### src/rtl/imem_load_arbiter.sv
// ----------------------------------------------------------------------------
// imem_load_arbiter
//
// Shares one single-port synchronous instruction RAM between the CPU fetch
// path (read-only) and a program-loader port (burst writes), so programs can
// be loaded at run time. While a load session is open the CPU is stalled.
//
// Ports
//   Clk, Rst      rising-edge clock, synchronous active-high reset
//   fetch_req     CPU wants the instruction at fetch_addr (byte address)
//   fetch_addr    byte address; word index = fetch_addr[ADDR_W+1:2]
//   fetch_valid   fetch_instr holds the word for the fetch accepted last cycle
//   fetch_instr   fetched instruction (holds its last value when not valid)
//   fetch_stall   fetch_req is not being accepted this cycle
//   load_start    one-cycle pulse opening a load session
//   load_base     first word index written (sampled with load_start)
//   load_len      number of words in the session (sampled with load_start)
//   load_wvalid   load_wdata is valid
//   load_wdata    instruction word to write
//   load_wready   a presented word is accepted this cycle
//   load_done     one-cycle pulse closing the session
//   mem_addr      RAM word index
//   mem_we        RAM write enable
//   mem_wdata     RAM write data
//   mem_rdata     RAM read data, registered, one-cycle latency
//   dbg_state     current FSM state (0 RUN, 1 LOAD, 2 DONE)
//
// Handshake: a loader word transfers in every cycle where load_wvalid and
// load_wready are both high; load_wvalid may drop at any time and the session
// simply waits. A fetch transfers in every cycle where fetch_req is high and
// fetch_stall is low; its data appears exactly one cycle later.
// ----------------------------------------------------------------------------
module imem_load_arbiter #(
    parameter int ADDR_W = 7,
    parameter int LEN_W  = 8
) (
    input  logic              Clk,
    input  logic              Rst,
    input  logic              fetch_req,
    input  logic [31:0]       fetch_addr,
    output logic              fetch_valid,
    output logic [31:0]       fetch_instr,
    output logic              fetch_stall,
    input  logic              load_start,
    input  logic [ADDR_W-1:0] load_base,
    input  logic [LEN_W-1:0]  load_len,
    input  logic              load_wvalid,
    input  logic [31:0]       load_wdata,
    output logic              load_wready,
    output logic              load_done,
    output logic [ADDR_W-1:0] mem_addr,
    output logic              mem_we,
    output logic [31:0]       mem_wdata,
    input  logic [31:0]       mem_rdata,
    output logic [1:0]        dbg_state
);

    typedef enum logic [1:0] {
        ST_RUN  = 2'd0,
        ST_LOAD = 2'd1,
        ST_DONE = 2'd2
    } state_t;

    state_t              state_q, state_d;
    logic [LEN_W-1:0]    cnt_q, cnt_d;
    logic [LEN_W-1:0]    len_q;
    logic [ADDR_W-1:0]   base_q;
    logic                fetch_pend_q;   // a fetch was accepted last cycle
    logic [31:0]         instr_hold_q;   // last delivered instruction
    logic                fetch_accept;
    logic [ADDR_W-1:0]   fetch_idx;
    logic [ADDR_W-1:0]   load_ptr;

    // Byte-offset and high address bits play no part in word selection.
    logic unused_addr_bits;
    assign unused_addr_bits = ^{fetch_addr[31:ADDR_W+2], fetch_addr[1:0]};

    assign fetch_idx = fetch_addr[ADDR_W+1:2];
    // Natural ADDR_W-bit overflow gives the wrap past the top word.
    assign load_ptr  = base_q + ADDR_W'(cnt_q);

    // The RAM read is registered, so the word for a fetch accepted last cycle
    // is on mem_rdata now; otherwise show the last delivered word.
    assign fetch_valid = fetch_pend_q;
    assign fetch_instr = fetch_pend_q ? mem_rdata : instr_hold_q;
    assign dbg_state   = state_q;

    always_comb begin
        state_d      = state_q;
        cnt_d        = cnt_q;
        fetch_stall  = 1'b0;
        fetch_accept = 1'b0;
        load_wready  = 1'b0;
        load_done    = 1'b0;
        mem_addr     = '0;
        mem_we       = 1'b0;
        mem_wdata    = '0;
        case (state_q)
            ST_RUN: begin
                fetch_stall  = load_start;
                mem_addr     = fetch_idx;
                // A load request wins over a same-cycle fetch.
                fetch_accept = fetch_req && !load_start;
                if (load_start) begin
                    state_d = ST_LOAD;
                    cnt_d   = '0;
                end
            end
            ST_LOAD: begin
                fetch_stall = 1'b1;
                mem_addr    = load_ptr;
                if (len_q == '0) begin
                    // Empty session: pass straight through with no writes.
                    state_d = ST_DONE;
                end else begin
                    load_wready = 1'b1;
                    if (load_wvalid) begin
                        mem_we    = 1'b1;
                        mem_wdata = load_wdata;
                        cnt_d     = cnt_q + LEN_W'(1);
                        if (cnt_q == len_q - LEN_W'(1)) begin
                            state_d = ST_DONE;
                        end
                    end
                end
            end
            ST_DONE: begin
                fetch_stall = 1'b1;
                load_done   = 1'b1;
                state_d     = ST_RUN;
            end
            default: begin
                state_d = ST_RUN;
            end
        endcase
    end

    always_ff @(posedge Clk) begin
        if (Rst) begin
            state_q      <= ST_RUN;
            cnt_q        <= '0;
            len_q        <= '0;
            base_q       <= '0;
            fetch_pend_q <= 1'b0;
            instr_hold_q <= 32'h0;
        end else begin
            state_q      <= state_d;
            cnt_q        <= cnt_d;
            fetch_pend_q <= fetch_accept;
            if (fetch_pend_q) begin
                instr_hold_q <= mem_rdata;
            end
            if (state_q == ST_RUN && load_start) begin
                base_q <= load_base;
                len_q  <= load_len;
            end
        end
    end

endmodule
### config.mk
export PLATFORM = sky130hd
export DESIGN_NAME = imem_load_arbiter
export DESIGN_NICKNAME = d
export VERILOG_FILES = /design/src/rtl/imem_load_arbiter.sv
export SDC_FILE = /design/constraint.sdc
export NUM_CORES = 1
export LEC_CHECK = 0
export ABC_AREA = 1
export BUFFER_PORTS_ARGS = -buffer_cell sky130_fd_sc_hd__buf_2
export CORE_MARGIN = 5
export CORE_UTILIZATION = 47
export CTS_CLUSTER_SIZE = 24
export DETAILED_ROUTE_END_ITERATION = 10
export GPL_TIMING_DRIVEN = 1
export PLACE_DENSITY = 0.85
export SETUP_SLACK_MARGIN = 0.2
export SLEW_MARGIN = 0
export SYNTH_ARGS = -nofsm -noshare
export SYNTH_HDL_FRONTEND = slang
export SYNTH_SLANG_ARGS = --single-unit
export TNS_END_PERCENT = 10
### constraint.sdc
create_clock -name Clk -period 3.95 [get_ports Clk]
set_input_delay 0.1975 -clock Clk [delete_from_list [all_inputs] [get_ports Clk]]
set_output_delay 0.1975 -clock Clk [all_outputs]
set_load 0.01 [all_outputs]
# Word level (Yosys, flattened, before mapping)
# Index checks and enable logic that the tools add are counted.
totals:
  reg_bits: 58
  latchBits: 0
  ramBits: 0
  romBits: 0
  input_bits: 116
  out_inout_bits: 78
  wordCells: 49
  memories: 0
op_classes:
  addsub: 3
  multipliers: 0
  div_mod_pow: 0
  n_lt_le_gt_ge: 0
  eq_ne: 8
  shifts: 0
  muxes: 21
  bitwise_logic: 1
  n_reduce_logical: 10
op_table:
  columns: ["operator", "n"]
  rows:
  - ["32-bit two-way mux", 4]
  - ["8-bit two-way mux", 3]
  - ["8-bit case mux with 2 select lines", 1]
  - ["7-bit case mux with 2 select lines", 1]
  - ["8-bit by 1-bit adder with 8-bit output (second input constant)", 1]
  - ["8-bit equality test", 1]
  - ["8-bit logical NOT", 1]
  - ["2-bit two-way mux", 4]
  - ["8-bit by 1-bit subtractor with 8-bit output (second input constant)", 1]
  - ["7-bit adder", 1]
  - ["1-bit two-way mux", 6]
  - ["2-bit != test (second input constant)", 3]
  - ["3-bit != test (second input constant)", 2]
  - ["2-bit case mux with 2 select lines", 1]
  - ["4-bit AND reduction", 1]
  - ["2-bit OR reduction", 2]
  - ["3-bit AND reduction", 1]
  - ["2-bit by 1-bit equality test with 1-bit output (second input constant)", 1]
  - ["2-bit equality test (second input constant)", 1]
  - ["1-bit logical AND", 2]
  - ["2-bit logical NOT", 1]
  - ["1-bit case mux with 2 select lines", 1]
  - ["2-bit nonzero test", 1]
  - ["1-bit logical NOT", 1]
  - ["1-bit inverter", 1]

# Longest topological paths before layout
# Gate-level depths: netlist of run 1.
logic_depth:
  word_depth: 6
  depth_mapped: 14
  ltp_nobuf: 14

# Worst setup path after synthesis of run 1
# Ideal clock, no wire load.
synth_path:
  kind: "reg2out"
  from: "reg cnt_q[0]"
  to: "out mem_addr[6]"
  t_arrival_ns: 1.685
  required_ns: 3.753
  setup_slack_ns: 2.067
  path_stages_with_launch: 10
  path_buffers: 0
  cell_sequence: "dfxtp_1 > ha_1 > fa_1 > a21oi_1 > o21ai_0 > a21oi_1 > o21bai_1 > a21oi_1 > o21ai_0 > nand2_1"
synth_via:
  elab_chain_cells: 2
synth_rtl:
  columns: ["item", "line_no", "rtl"]
  rows:
  - ["start, declared", "65", "logic [LEN_W-1:0] cnt_q, cnt_d;"]
  - ["start signal, assigned", "148", "cnt_q <= cnt_d;"]
  - ["7-bit adder", "80", "assign load_ptr = base_q + ADDR_W'(cnt_q);"]
  - ["7-bit case mux with 2 select lines", "98", "case (state_q)"]
  - ["end, declared", "51", "output logic [ADDR_W-1:0] mem_addr,"]
# Every way passes these cells.

# Worst setup path in the final report of run 1
layout_path:
  from: "reg state_q[1], in the netlist dbg_state[1]"
  to: "out mem_wdata[6]"
layout_via:
  elab_chain_cells: 2
layout_rtl:
  columns: ["item", "line_no", "rtl"]
  rows:
  - ["start, declared", "64", "state_t state_q, state_d;"]
  - ["start signal, assigned", "147", "state_q <= state_d;"]
  - ["2-bit by 1-bit equality test with 1-bit output", "98", null]
  - ["32-bit two-way mux", "98", null]
  - ["end, declared", "53", "output logic [31:0] mem_wdata,"]
# Every way passes these cells.

==> parameters.txt, run 1 <==
Parameter                              Value

Outcome
  Result of the run    completed

Logic synthesis
  Syn Area/Cell    approximately 6.5 um^2
  Number of enable flip-flop cells after synthesis    0
  Top flip-flop cell by instance count after synthesis    sky130_fd_sc_hd__dfxtp_1
  Fraction of synthesized cell area in xor and xnor cells    2.45%
  Post-Syn Instances    497
  Synth Area in Adders    5.69%
  Number of distinct library cells after synthesis    33
  Async SR Flop Fraction    0%
  Proportion of synthesized chip area in sequential cells    between 30% and 40%
  FF+latch count, synth    58
  Most numerous cell in the Yosys netlist    sky130_fd_sc_hd__nand2_1
  Post-synthesis instance area    3210 um^2
  Complex-gate fraction of the synthesized area    12.9%
  Top cells by instance count after synthesis    151 x sky130_fd_sc_hd__nand2_1, 69 x sky130_fd_sc_hd__nor2_1, 62 x sky130_fd_sc_hd__inv_1
  Dominant cell type by area after synthesis    sky130_fd_sc_hd__dfxtp_1
  Net count of the mapped netlist    ~630
  Dominant combinational cell family by area after synthesis    simple AND/OR/NAND/NOR gates
  Top-area cell type share of the netlist area    a little over a third
  Synthesized-area fraction occupied by and/or/nand/nor cells    32.2%
  Most area-consuming cells after synthesis    sky130_fd_sc_hd__dfxtp_1 36%, sky130_fd_sc_hd__nand2_1 18%, sky130_fd_sc_hd__nor2_1 8.1%
  Multiplexer share of the synthesized area    0%
  YS warnings    0

Worst setup path
  Reg-to-Reg Start    dbg_state[0]$_SDFFE_PP0P_
  Worst setup path endpoint    mem_wdata[6]
  Required time of the worst setup path    about 3800 ps
  Reg2reg end    cnt_q[4]$_SDFFE_PP0P_
  Sort of element at the start of the critical path    flip-flop
  Endpoint class of the critical path    output port
  CP arrival    between 2000 and 3000 ps
  Cell count of the worst reg-to-reg path    7
  Worst-case register-to-register setup slack    1590 ps
  Largest fanout on the critical path    33
  Path type of the worst setup path    reg2out
  Source of the critical timing path    dbg_state[1]$_SDFFE_PP0P_

Clock tree
  Clock tree from TritonCTS    yes
  Postcts setup bufs    0
  Num CTS Buffers    9
  Clock Tree Root    sky130_fd_sc_hd__clkbuf_8
  Clock latency reported for the late side of the worst-skew pair    330 ps
  Maximum root-to-sink buffer count    2
  CTS H-tree lvls    3
  Reg clk slew, reported paths    approximately 60 ps
  Post-cts resize count    0
  CTS Hold Bufs    0
  Clk sinks    58

Timing
  RSZ-0062 raised after global routing    no
  Highest achievable clock rate    345 MHz
  Setup skew after layout    about 9.4 ps
  Number of pins exceeding their max-slew limit in the final report    0
  Shortest period the worst path allows    2900 ps
  Actual slew at the worst max-slew pin    974 ps
  Ratio of final minimum period to clock period    73.5%
  Worst max-slew margin expressed relative to the limit    34.9%
  Total negative slack for setup checks    0 ps
  Number of endpoints with negative hold slack in the final report    0
  Number of endpoints failing setup at the final stage    0

Global route
  Initial antenna violation count    0
  First-pass GRT wire length    about 15000 um
  Pin count of the biggest net entering global routing    38
  Aggregate global-route resource usage    a little over a fifth
  Number of global-route vias before repair    3365
  Total congestion overflow after global routing    0

Layout
  Sequential standard cell area    ~1200 um^2
  Fraction of the core area covered by cells at the end of the flow    63.8%
  Number of nets in the layout    787
  Final std cells w/o fill    between 700 and 800
  Fraction of final layout cells with drive strength greater than 1    29.5%
  Multi-input logic area    1710 um^2
  Area growth, synth to finish    33.4%
  Fill cell total of the finished layout    608
  Number of inserted diodes    0

Floorplan
  Core region area    6720 um^2
  Y dimension of the die    92.7 um
  Initial standard-cell utilization of the core    47.8%
  FP Rows    30
  Total die area    8590 um^2
  Die X    slightly above 90 um
  I/O Pins    a little under 200

Place
  Half-perimeter wire length after placement    between 7000 and 8000 um
  Last weighted congestion value of the routability-driven placer    0.933
  Number of placed cells counting well taps    726
  Count of port buffers added during placement    roughly 170

Detailed routing
  Number of iterations in the first detailed-routing pass    5
  Vias per std cell    between 4 and 5
  Remaining antenna violation count    0
  Via Count    about 3600
  Iter 0 DRT Violations    260
  Total Wirelength    9670 um
  DR DRC count    0
  Post-detailed-route wirelength per cell    13.0 um

Flow run
  Max cap viols    0

Min path
  Worst min path class    in2reg

Pwr
  Maximum resistive drop on vdd    0.000323 V
  Post-layout power    1.71 mW
  Pwr/cell area    399 nW/um^2
  LEAKAGE    2.54 nW
## registers in the layout, indices dropped and copies added, names as in the netlist
name          cells
base_q            7
cnt_q             8
dbg_state         2
fetch_valid       1
instr_hold_q     32
len_q             8
## routing by layer
layer	GRT usage [%]	wire (um)	up-vias	part of all wire, %
met1	24.3	3770	1562	39
li1	-	-	1866	-
met2	38.3	4580	191	47
met4	8.30	219	0	2.3
met5	0	0	-	0
met3	7.64	1090	20	11
## layout by cell type, fill, tap and decap left out, drive strengths merged, types with 2 or more instances in the layout
cell    synthesis  routed
nor2           73      73
bufinv          0       2
nand4           3       3
clkbuf         14      11
o21ai          23      23
inv            64      64
xnor2           3       3
nor3            5       5
clkinv          0       2
xor2            6       6
nand2         151     151
buf             7     170
a21oi          50      50
a22o            2       2
or2             2       2
ha             13      13
dfxtp          58      58
nand3          16      16
## how the worst min path moves through the flow
| stage | from | end | slack (ps) | depth (start not counted) |
|---|---|---|---|---|
| floorplan | fetch_req | fetch_valid$_SDFF_PP0_ | 330 | 2 |
| global placement | fetch_req | fetch_valid$_SDFF_PP0_ | 440 | 3 |
| detailed placement | fetch_req | fetch_valid$_SDFF_PP0_ | 450 | 3 |
| CTS | fetch_req | fetch_valid$_SDFF_PP0_ | 100 | 3 |
| global route | fetch_req | fetch_valid$_SDFF_PP0_ | 110 | 3 |
| finish | fetch_req | fetch_valid$_SDFF_PP0_ | 110 | 3 |
## metrics by stage
| step | hold WS, ps | setup slack [ps] | instance area [um^2] |
|---|---|---|---|
| 2_1_floorplan | 326 | 2070 | 3210 |
| 3_3_place_gp | 436 | 1490 | 4070 |
| 3_5_place_dp | 453 | 1390 | 4070 |
| 4_1_cts | 98.7 | 1020 | 4290 |
| 5_1_grt | 107 | 671 | 4290 |
| 6_report | 111 | 1050 | 4290 |
## final cells by class
cell class | count | area share (%)
multi-input cells | 354 | 39.9
repair buffers | 170 | 20.0
clock inverters | 5 | 1.81
inverters | 64 | 5.61
flip-flops and latches | 58 | 27.1
clock buffers | 11 | 3.30
well taps | 80 | 2.34
## power breakdown
part	switching, mW	leakage (nW)	internal (mW)
clock network	0.234	0.109	0.370
logic	0.271	1.96	0.175
registers	0.0350	0.473	0.624
## cell families (layout without fill, tap and decap cells)
logic type,after synthesis,in the layout
AND/OR/NAND/NOR,252,252
buffers and inverters,85,250
AO/OA/AOI/OAI,79,79
flip-flops,58,58
adder cells (fa/ha/maj),14,14
XOR/XNOR,9,9
## critical path: stages, from the launching register on
cell and delay, ps:
sky130_fd_sc_hd__dfxtp_1 340, sky130_fd_sc_hd__inv_1 100, sky130_fd_sc_hd__ha_1 350, sky130_fd_sc_hd__inv_1 220
sky130_fd_sc_hd__nor2_1 260, sky130_fd_sc_hd__nand2_1 600, sky130_fd_sc_hd__nor2_1 320, sky130_fd_sc_hd__buf_2 180
(Power assumes the default switching activity.)
==> inputs of run 2 (changes only) <==
--- a/config.mk
+++ b/config.mk
@@ -8,11 +8,11 @@
 export ABC_AREA = 1
 export BUFFER_PORTS_ARGS = -buffer_cell sky130_fd_sc_hd__buf_2
 export CORE_MARGIN = 5
-export CORE_UTILIZATION = 47
+export CORE_UTILIZATION = 44
 export CTS_CLUSTER_SIZE = 24
 export DETAILED_ROUTE_END_ITERATION = 10
 export GPL_TIMING_DRIVEN = 1
-export PLACE_DENSITY = 0.85
+export PLACE_DENSITY = 0.8
 export SETUP_SLACK_MARGIN = 0.2
 export SLEW_MARGIN = 0
 export SYNTH_ARGS = -nofsm -noshare
==> constraint.sdc (replaced) <==
create_clock -name Clk -period 3 [get_ports Clk]
set_input_delay 0.15 -clock Clk [delete_from_list [all_inputs] [get_ports Clk]]
set_output_delay 0.15 -clock Clk [all_outputs]
set_load 0.01 [all_outputs]
==> parameters.txt, run 2 (synthesis results as in run 1) <==
Parameter                              Value

Layout
  Fraction of final layout cells with drive strength greater than 1    29.6% (+0.11 points)
  Sequential standard cell area    1160 um^2 (unchanged)
  Fill cell total of the finished layout    682 (+12%)
  Multi-input logic area    1710 um^2 (unchanged)
  Number of nets in the layout    788 (+0.13%)
  Register with the most flip-flops    instr_hold_q
  Number of inserted diodes    0 (unchanged)
  Most common cell after layout, fill and taps aside    sky130_fd_sc_hd__buf_2
  Area growth, synth to finish    34.3%
  Highest-count cells in the layout ignoring fill and taps    168 x sky130_fd_sc_hd__buf_2, 151 x sky130_fd_sc_hd__nand2_1, 69 x sky130_fd_sc_hd__nor2_1, 62 x sky130_fd_sc_hd__inv_1, 58 x sky130_fd_sc_hd__dfxtp_1
  Design area    4320 um^2 (+0.73%)
  Largest registers    instr_hold_q: 32 flops, cnt_q: 8 flops, len_q: 8 flops
  Largest register FFs    32 (unchanged)

Min path
  End point of the most critical hold path    fetch_valid$_SDFF_PP0_
  Worst min path class    in2reg
  Launch point of the worst hold path    fetch_req
  Depth of the worst hold-timing path    3 (unchanged)

Floorplan
  Y dimension of the die    95.5 um (+3.0%)
  FP Rows    31 (+3.3%)
  I/O Pins    194 (unchanged)
  Initial standard-cell utilization of the core    44.8% (-3.0 points)
  Total die area    9110 um^2 (+6.1%)
  Die X    95.5 um (+3.0%)
  Core region area    7180 um^2 (+6.8%)

Global route
  Total congestion overflow after global routing    0 (unchanged)
  Initial antenna violation count    0 (unchanged)
  Number of global-route vias before repair    3290 (-2.2%)
  Pin count of the biggest net entering global routing    38 (unchanged)
  First-pass GRT wire length    14300 um (-6.0%)
  Aggregate global-route resource usage    19.9% (-2.0 points)

Worst setup path
  Reg-to-Reg Start    dbg_state[0]$_SDFFE_PP0P_
  Sort of element at the start of the critical path    flip-flop
  Cell count of the worst reg-to-reg path    8 (+1)
  CP arrival    2330 ps (-370 ps)
  Worst-case register-to-register setup slack    910 ps (-680 ps)
  Required time of the worst setup path    2850 ps (-900 ps)
  Reg2reg end    cnt_q[4]$_SDFFE_PP0P_
  Endpoint class of the critical path    output port
  Path type of the worst setup path    reg2out
  Largest fanout on the critical path    7 (-79%)

Pwr
  Power Internal    1.54 mW (+32%)
  Post-layout power    2.26 mW (+32%)
  Sequential power share    38.5% (about the same)
  LEAKAGE    2.55 nW (+0.16%)
  Share of total power in the clock network    35.6% (+0.2 points)
  Pwr/cell area    524 nW/um^2 (+31%)
  Maximum resistive drop on vdd    0.000404 V (+25%)
  Sw Ratio    31.8% (+0.15 points)
  Switch Pwr    718 uW (+33%)
  Portion of total power attributed to combinational logic    26.0% (about the same)

Timing
  Setup skew after layout    6.67 ps (-2.75 ps)
  Number of pins exceeding their max-slew limit in the final report    0 (unchanged)
  Highest achievable clock rate    around 400 MHz
  Worst max-slew margin expressed relative to the limit    38.6% (+3.7 points)
  Number of endpoints with negative hold slack in the final report    0 (unchanged)
  Actual slew at the worst max-slew pin    920 ps (-53.8 ps)
  Number of endpoints failing setup at the final stage    0 (unchanged)
  Ratio of final minimum period to clock period    82.5%
  Tightest hold margin    33.3 ps (-77.3 ps)
  Shortest period the worst path allows    2480 ps
  Total negative slack for setup checks    0 ps (unchanged)
  RSZ-0062 raised after global routing    no

Detailed routing
  Via Count    3622 (-0.47%)
  Vias per std cell    4.75 (-3.1%)
  Iter 0 DRT Violations    140 (-46%)
  Total Wirelength    9390 um (-2.9%)
  DR DRC count    0 (unchanged)
  Number of iterations in the first detailed-routing pass    4 (-1)
  Remaining antenna violation count    0 (unchanged)
  Post-detailed-route wirelength per cell    12.3 um (-5.4%)

Place
  Half-perimeter wire length after placement    7450 um (-1.4%)
  Count of port buffers added during placement    168 (unchanged)
  Last weighted congestion value of the routability-driven placer    0.872 (-6.6%)
  Placed Instance Area    4100 um^2 (+0.77%)

Clock tree
  Maximum root-to-sink buffer count    2 (unchanged)
  Num CTS Buffers    9 (unchanged)
  Clock latency reported for the late side of the worst-skew pair    340 ps (about the same)
  CTS Hold Bufs    0 (unchanged)
  Reg clk slew, reported paths    70 ps (about the same)
  Clk sinks    58 (unchanged)
  Clock tree from TritonCTS    yes
  Postcts setup bufs    0 (unchanged)
  Clock Tree Root    sky130_fd_sc_hd__clkbuf_8
  CTS H-tree lvls    3 (unchanged)
  Post-cts resize count    0 (unchanged)

Flow run
  Max cap viols    0 (unchanged)

Outcome
  Result of the run    completed
==> run 2: cell count changes in the layout (fill, tap and decap cells not counted), sizes merged <==
cell	before	now
buf	170	171
==> run 2: final cells by class <==
class | instances | area share, %
clock buffers | 11 | 3.28
clock inverters | 5 | 1.80
inverters | 64 | 5.57
multi-input cells | 354 | 39.6
flip-flops and latches | 58 | 26.9
well taps | 99 | 2.87
repair buffers | 171 | 20.0
==> run 2: power groups by stage <==
stage | combinational (mW) | clock, mW | sequential (mW)
final | 0.587 | 0.804 | 0.870
after global routing | 0.659 | 0.854 | 0.877
after CTS | 0.589 | 0.814 | 0.870
after detailed placement | 0.584 | 0 | 0.887
after global placement | 0.568 | 0 | 0.884
after floorplan | 0.395 | 0 | 0.874
==> run 2: critical path, stage by stage (launching register included) <==
cell and delay [ps]:
sky130_fd_sc_hd__dfxtp_1 380, sky130_fd_sc_hd__ha_1 250, sky130_fd_sc_hd__fa_1 410, sky130_fd_sc_hd__a21oi_1 140, sky130_fd_sc_hd__o21ai_0 130, sky130_fd_sc_hd__a21oi_1 180, sky130_fd_sc_hd__o21bai_1 100, sky130_fd_sc_hd__a21oi_1 120
sky130_fd_sc_hd__o21ai_0 100, sky130_fd_sc_hd__nand2_1 60, sky130_fd_sc_hd__buf_2 120
==> run 2: stage by stage <==
stage / worst slack (ps) / std cells / util [%]
final: 525 / 762 / 60.2
after global routing: 331 / 762 / 60.2
after CTS: 516 / 762 / 60.2
after detailed placement: 887 / 746 / 57.1
after global placement: 932 / 746 / 57.1
after floorplan: 1160 / 497 / -
==> run 2: routing by layer <==
layer  GRT usage [%]  share of wire, %  routed length, um  up-vias
li1                -                 -                  -     1864
met5               0                 0                  0        -
met2            34.5                46               4350      154
met4            5.92               1.1                107        0
met3            7.10                12               1160       10
met1            23.0                40               3770     1594
==> run 2: worst max path at each step <==
stage,slack [ps],endpoint,cells after the start,startpoint
6_report,520,mem_addr[6],10,cnt_q[0]$_SDFFE_PP0P_
5_1_grt,330,mem_addr[6],10,cnt_q[0]$_SDFFE_PP0P_
4_1_cts,520,mem_addr[6],10,cnt_q[0]$_SDFFE_PP0P_
3_5_place_dp,890,mem_addr[6],10,cnt_q[0]$_SDFFE_PP0P_
3_3_place_gp,930,mem_addr[6],10,cnt_q[0]$_SDFFE_PP0P_
2_1_floorplan,1160,mem_addr[6],9,cnt_q[0]$_SDFFE_PP0P_
